$ cat config.mk
export PLATFORM = sky130hd
export DESIGN_NAME = writeback
export DESIGN_NICKNAME = d
export VERILOG_FILES = /design/src/rtl/writeback.sv
export SDC_FILE = /design/constraint.sdc
export NUM_CORES = 1
export LEC_CHECK = 0
export CELL_PAD_IN_SITES_DETAIL_PLACEMENT = 0
export CELL_PAD_IN_SITES_GLOBAL_PLACEMENT = 1
export CORE_AREA = 2 2 198 161
export CTS_CLUSTER_DIAMETER = 40
export DETAILED_ROUTE_END_ITERATION = 16
export DIE_AREA = 0 0 200 163
export PLACE_DENSITY = 0.88
export SYNTH_ARGS = -nofsm -noshare
export SYNTH_HDL_FRONTEND = slang
export SYNTH_SLANG_ARGS = --single-unit
$ cat constraint.sdc
create_clock -name clk_i -period 13.9 [get_ports clk_i]
set_input_delay 1.39 -clock clk_i [delete_from_list [all_inputs] [get_ports clk_i]]
set_output_delay 1.39 -clock clk_i [all_outputs]
set_load 0.005 [all_outputs]
$ cat src/rtl/writeback.sv
// Y86-64 writeback stage: W pipeline register, register-file write ports,
// processor status state machine and retired/cycle counters.
module writeback (
    input  logic        clk_i,
    input  logic        rst_i,
    input  logic        writeback_stall_i,
    input  logic        writeback_bubble_i,
    input  logic [2:0]  M_stat_i,
    input  logic [3:0]  M_icode_i,
    input  logic [3:0]  M_dstE_i,
    input  logic [63:0] M_valE_i,
    input  logic [3:0]  M_dstM_i,
    input  logic [63:0] m_valM_i,
    output logic [3:0]  W_icode_o,
    output logic [2:0]  W_stat_o,
    output logic [3:0]  W_dstE_o,
    output logic [63:0] W_valE_o,
    output logic [3:0]  W_dstM_o,
    output logic [63:0] W_valM_o,
    output logic [2:0]  stat_o,
    output logic        halted_o,
    output logic [63:0] retired_cnt_o,
    output logic [63:0] cycle_cnt_o
);

    localparam logic [3:0] RNONE = 4'hF;
    localparam logic [3:0] INOP  = 4'h1;
    localparam logic [2:0] SAOK  = 3'd1;
    localparam logic [2:0] SADR  = 3'd2;
    localparam logic [2:0] SINS  = 3'd3;
    localparam logic [2:0] SHLT  = 3'd4;

    typedef enum logic [1:0] {
        ST_RUN   = 2'd0,
        ST_HALT  = 2'd1,
        ST_FAULT = 2'd2
    } state_t;

    state_t      state_reg;
    state_t      state_next;

    logic [3:0]  w_icode_reg;
    logic [2:0]  w_stat_reg;
    logic [3:0]  w_dste_reg;
    logic [63:0] w_vale_reg;
    logic [3:0]  w_dstm_reg;
    logic [63:0] w_valm_reg;
    logic        w_valid_reg;
    logic [63:0] retired_cnt_reg;
    logic [63:0] cycle_cnt_reg;

    logic        load_en;
    logic        load_m;

    // The register only moves while running; stall wins over bubble.
    assign load_en = (state_reg == ST_RUN) && !writeback_stall_i;
    assign load_m  = load_en && !writeback_bubble_i;

    always_ff @(posedge clk_i or posedge rst_i) begin
        if (rst_i) begin
            w_icode_reg <= INOP;
            w_stat_reg  <= SAOK;
            w_dste_reg  <= RNONE;
            w_vale_reg  <= '0;
            w_dstm_reg  <= RNONE;
            w_valm_reg  <= '0;
            w_valid_reg <= 1'b0;
        end else if (load_en) begin
            if (writeback_bubble_i) begin
                w_icode_reg <= INOP;
                w_stat_reg  <= SAOK;
                w_dste_reg  <= RNONE;
                w_vale_reg  <= '0;
                w_dstm_reg  <= RNONE;
                w_valm_reg  <= '0;
                w_valid_reg <= 1'b0;
            end else begin
                w_icode_reg <= M_icode_i;
                w_stat_reg  <= M_stat_i;
                w_dste_reg  <= M_dstE_i;
                w_vale_reg  <= M_valE_i;
                w_dstm_reg  <= M_dstM_i;
                w_valm_reg  <= m_valM_i;
                w_valid_reg <= 1'b1;
            end
        end
    end

    always_ff @(posedge clk_i or posedge rst_i) begin
        if (rst_i) begin
            retired_cnt_reg <= '0;
            cycle_cnt_reg   <= '0;
        end else begin
            if (state_reg == ST_RUN) begin
                cycle_cnt_reg <= cycle_cnt_reg + 64'd1;
            end
            if (load_m && (M_stat_i == SAOK)) begin
                retired_cnt_reg <= retired_cnt_reg + 64'd1;
            end
        end
    end

    always_ff @(posedge clk_i or posedge rst_i) begin
        if (rst_i) begin
            state_reg <= ST_RUN;
        end else begin
            state_reg <= state_next;
        end
    end

    // Any stat other than AOK or HLT (including undefined codes) is a fault.
    always_comb begin
        state_next = state_reg;
        if (load_m) begin
            if (M_stat_i == SHLT) begin
                state_next = ST_HALT;
            end else if (M_stat_i != SAOK) begin
                state_next = ST_FAULT;
            end
        end
    end

    // The W register freezes on the faulting instruction, so its stat
    // tells an address fault apart from everything else.
    always_comb begin
        halted_o = (state_reg != ST_RUN);
        case (state_reg)
            ST_RUN:   stat_o = SAOK;
            ST_HALT:  stat_o = SHLT;
            ST_FAULT: stat_o = (w_stat_reg == SADR) ? SADR : SINS;
            default:  stat_o = SINS;
        endcase
    end

    assign W_icode_o     = w_icode_reg;
    assign W_stat_o      = w_stat_reg;
    assign W_dstE_o      = (w_valid_reg && (w_stat_reg == SAOK)) ? w_dste_reg : RNONE;
    assign W_dstM_o      = (w_valid_reg && (w_stat_reg == SAOK)) ? w_dstm_reg : RNONE;
    assign W_valE_o      = w_vale_reg;
    assign W_valM_o      = w_valm_reg;
    assign retired_cnt_o = retired_cnt_reg;
    assign cycle_cnt_o   = cycle_cnt_reg;

endmodule

==> run summary <==
Initial Util = 36.4%
Final Cycle Share = 29.5%
Iteration-0 DRC Markers = 643
setup violators final = 0
hold buffer count at CTS = 0
Num CTS Buffers = 40
Clock Root Buffer = clkbuf_16
minimum clock period after layout = 4.10 ns
RSZ-0062 raised after global routing = no
Final ANT Viol Nets = 0
CTS resizes = 0
initial antenna violation count = 0
total grt overflow = 0
Adder-Cell Fraction of Synth Area = 0.223%
Via Count = 9163
relative slew slack = 25.7%
layout cells sized above 1 = 7.78%
Setup TNS = 0 ns
fin nets = 1505
DIE HEIGHT = 163 um
Layout area overhead = 53.8%
crit-path cells = clkdlybuf4s50_1, or3_4, nor2_4, buf_4, a22o_1
Yosys reg bits = 274
post-synthesis net count = 1073
PwrDens = 159 nW/um2
Clock Path Buffers = 3
Via density = 5.07
mux cell area share after synthesis = 0.201%
clk_lat worst skew = 0.54 ns
WL final = 34600 um
fmax = 244 MHz
CTS tree = done
core area = 30800 um2
Critical Path Sink Type = flip-flop
drt first pass iters = 5
Die Area = 32600 um2
post-CTS setup buffer count = 0
H-tree lvl count = 2
cells after synthesis = 924
Synth Area in Compound Gates = 11.2%
Worst Path Arrival = 4.55 ns
CP startpoint kind = primary input
Slowest-stage cell, CP = nor2_4
largest cells by area after synthesis = dfrtp_1, a22o_1, xor2_1, xnor2_1, nand4_1
post-synthesis xor/xnor area fraction = 9.83%
I/O Buffers = 421
Static Leak = 7.45 nW
CP max FO = 92
Yosys top cell area share = 58.9%
Synth Area in Simple Gates = 15.1%
first-pass GRT wire length = 53500 um
ANT cells = 0
post-DP HPWL = 24700 um
# clock sinks = 274
FF-to-FF setup slack = 10.37 ns
post-synthesis cell area = 11200 um2
clock skew = 0.0155 ns
cell family with most CP delay = simple AND/OR/NAND/NOR gates
combinational family with the most area after synthesis = simple AND/OR/NAND/NOR gates
average wire per standard cell = 19.1 um
Mapped Avg Cell Area = 12.1 um2
max incr delay on CP = 0.91 ns
placer's final routability congestion estimate = 0.795
final max-slew violation count = 0
number of global-route vias before repair = 9406
CP Data Required Time = 14.35 ns
DRC viols = 0
Seq/Total Area, Yosys = 61.2%
Crit Path Class = primary input to flip-flop
Global Route Usage Sum = 21.1%
clk slew on worst S/H paths = 0.05 ns
I/O pin cnt = 422
fillcell total = 2634
largest vdd supply drop = 0.106 mV
status = finished clean
Syn. warnings = 0
Hold Crit Class = flip-flop to flip-flop
largest net degree at the start of global routing = 136
measured slew at the worst slew-check pin = 1.11 ns
row count = 58
Synth cell types = 36
Horiz. Die Dim = 200 um
Worst Path Buf+Inv = 2
Final Hold Fails = 0
MaxCap Viol Count = 0
leading area contributor after synthesis = dfrtp_1
worst hold-check slack = 0.466 ns
==> layout make-up <==
cell class / count / area [um2] / share of cell area, %
multi-input combinational: 590 / 4130 / 23.9
tap: 420 / 526 / 3.04
sequential: 274 / 6870 / 39.8
timing repair buffer: 429 / 4270 / 24.8
clock inverter: 26 / 309 / 1.79
inverter: 21 / 86.3 / 0.500
clock buffer: 48 / 1070 / 6.20
==> power breakdown <==
part	switching (W)	internal (W)
Combinational	0.000224	0.000422
Clock	0.000393	0.000636
Sequential	0.000110	0.000962
==> synth_stat cells <==
master    number
dfrtp_1      264
a22o_1       133
xor2_1        68
xnor2_1       58
nor2_1        55
nand2_1       53
nand4_1       48
nand3_1       47
nor3_1        42
clkbuf_1      29
inv_1         21
nor4_1        20
dfstp_2       10
nand2b_1      10
o22a_1        10
and3_1         7
buf_1          5
or2_2          5
and4_1         4
nor4_4         4
nor4b_1        4
or3_1          4
or3b_2         3
a21oi_1        2
and2_1         2
buf_2          2
buf_6          2
ha_1           2
mux2_2         2
or4_1          2
and2b_1        1
buf_4          1
nand3_2        1
nand4_2        1
nor3b_1        1
nor4bb_1       1
==> tightest hold or removal path, stage by stage, from the launching register on <==
cell	delay [ns]
dfrtp_1	0.33
nand2_1	0.05
nand2_1	0.05
==> stage by stage <==
stage / utilization (%) / total power (W) / worst slack (ns) / instances / cell area (um2)
2_1_floorplan: - / 0.00129 / 4.97 / 924 / 11200
3_3_place_gp: 51.5 / 0.00172 / 9.35 / 1734 / 15900
3_5_place_dp: 51.5 / 0.00173 / 9.26 / 1734 / 15900
4_1_cts: 56.0 / 0.00278 / 9.82 / 1808 / 17300
5_1_grt: 56.0 / 0.00287 / 9.65 / 1808 / 17300
6_report: 56.0 / 0.00275 / 9.80 / 1808 / 17300
==> worst paths after layout <==
kind	startpoint	endpoint	depth (start not counted)
min reg2reg	w_valid_reg	w_valid_reg	2
max in group asynchronous	rst_i	cycle_cnt_o[22]	3
max reg2reg	state_reg[1]	cycle_cnt_o[63]	5
min in group asynchronous	rst_i	W_valM_o[15]	2
max	writeback_stall_i	W_valE_o[25]	5
min	w_valid_reg	w_valid_reg	2
==> cells in the final DEF, fill, tap and decap left out, drive strengths merged <==
cell type      count
clkinv             9
nor2              55
nand3             48
nor4b              4
xor2              68
or3b               3
or3                4
xnor2             58
buf                8
clkinvlp           8
and2b              1
and4               4
nor3              42
dfrtp            264
nand2b            10
ha                 2
clkbuf            48
dfstp             10
clkdlybuf4s50    421
nand2             53
nor4bb             1
a22o             133
and3               7
or2                5
mux2               2
nand4             49
bufinv             4
and2               2
or4                2
nor3b              1
inv               26
o22a              10
a21oi              2
nor4              24
==> cell families after synthesis <==
logic type,after synthesis
buffers and inverters,60
XOR/XNOR,126
adder cells (fa/ha/maj),2
AO/OA/AOI/OAI,145
AND/OR/NAND/NOR,315
multiplexers,2
flip-flops,274
==> per-layer routing <==
metal  global-route usage, %  wire length, um  share of wire [%]  vias to the layer above
met5                       0                0                  0                        -
met4                    7.10              930                2.7                        0
met3                    5.69             2550                7.4                       60
met2                    33.3            16400                 47                      328
met1                    28.1            14800                 43                     4556
li1                        -                -                  -                     4219
Note: power is estimated with default switching activity, not from simulation.
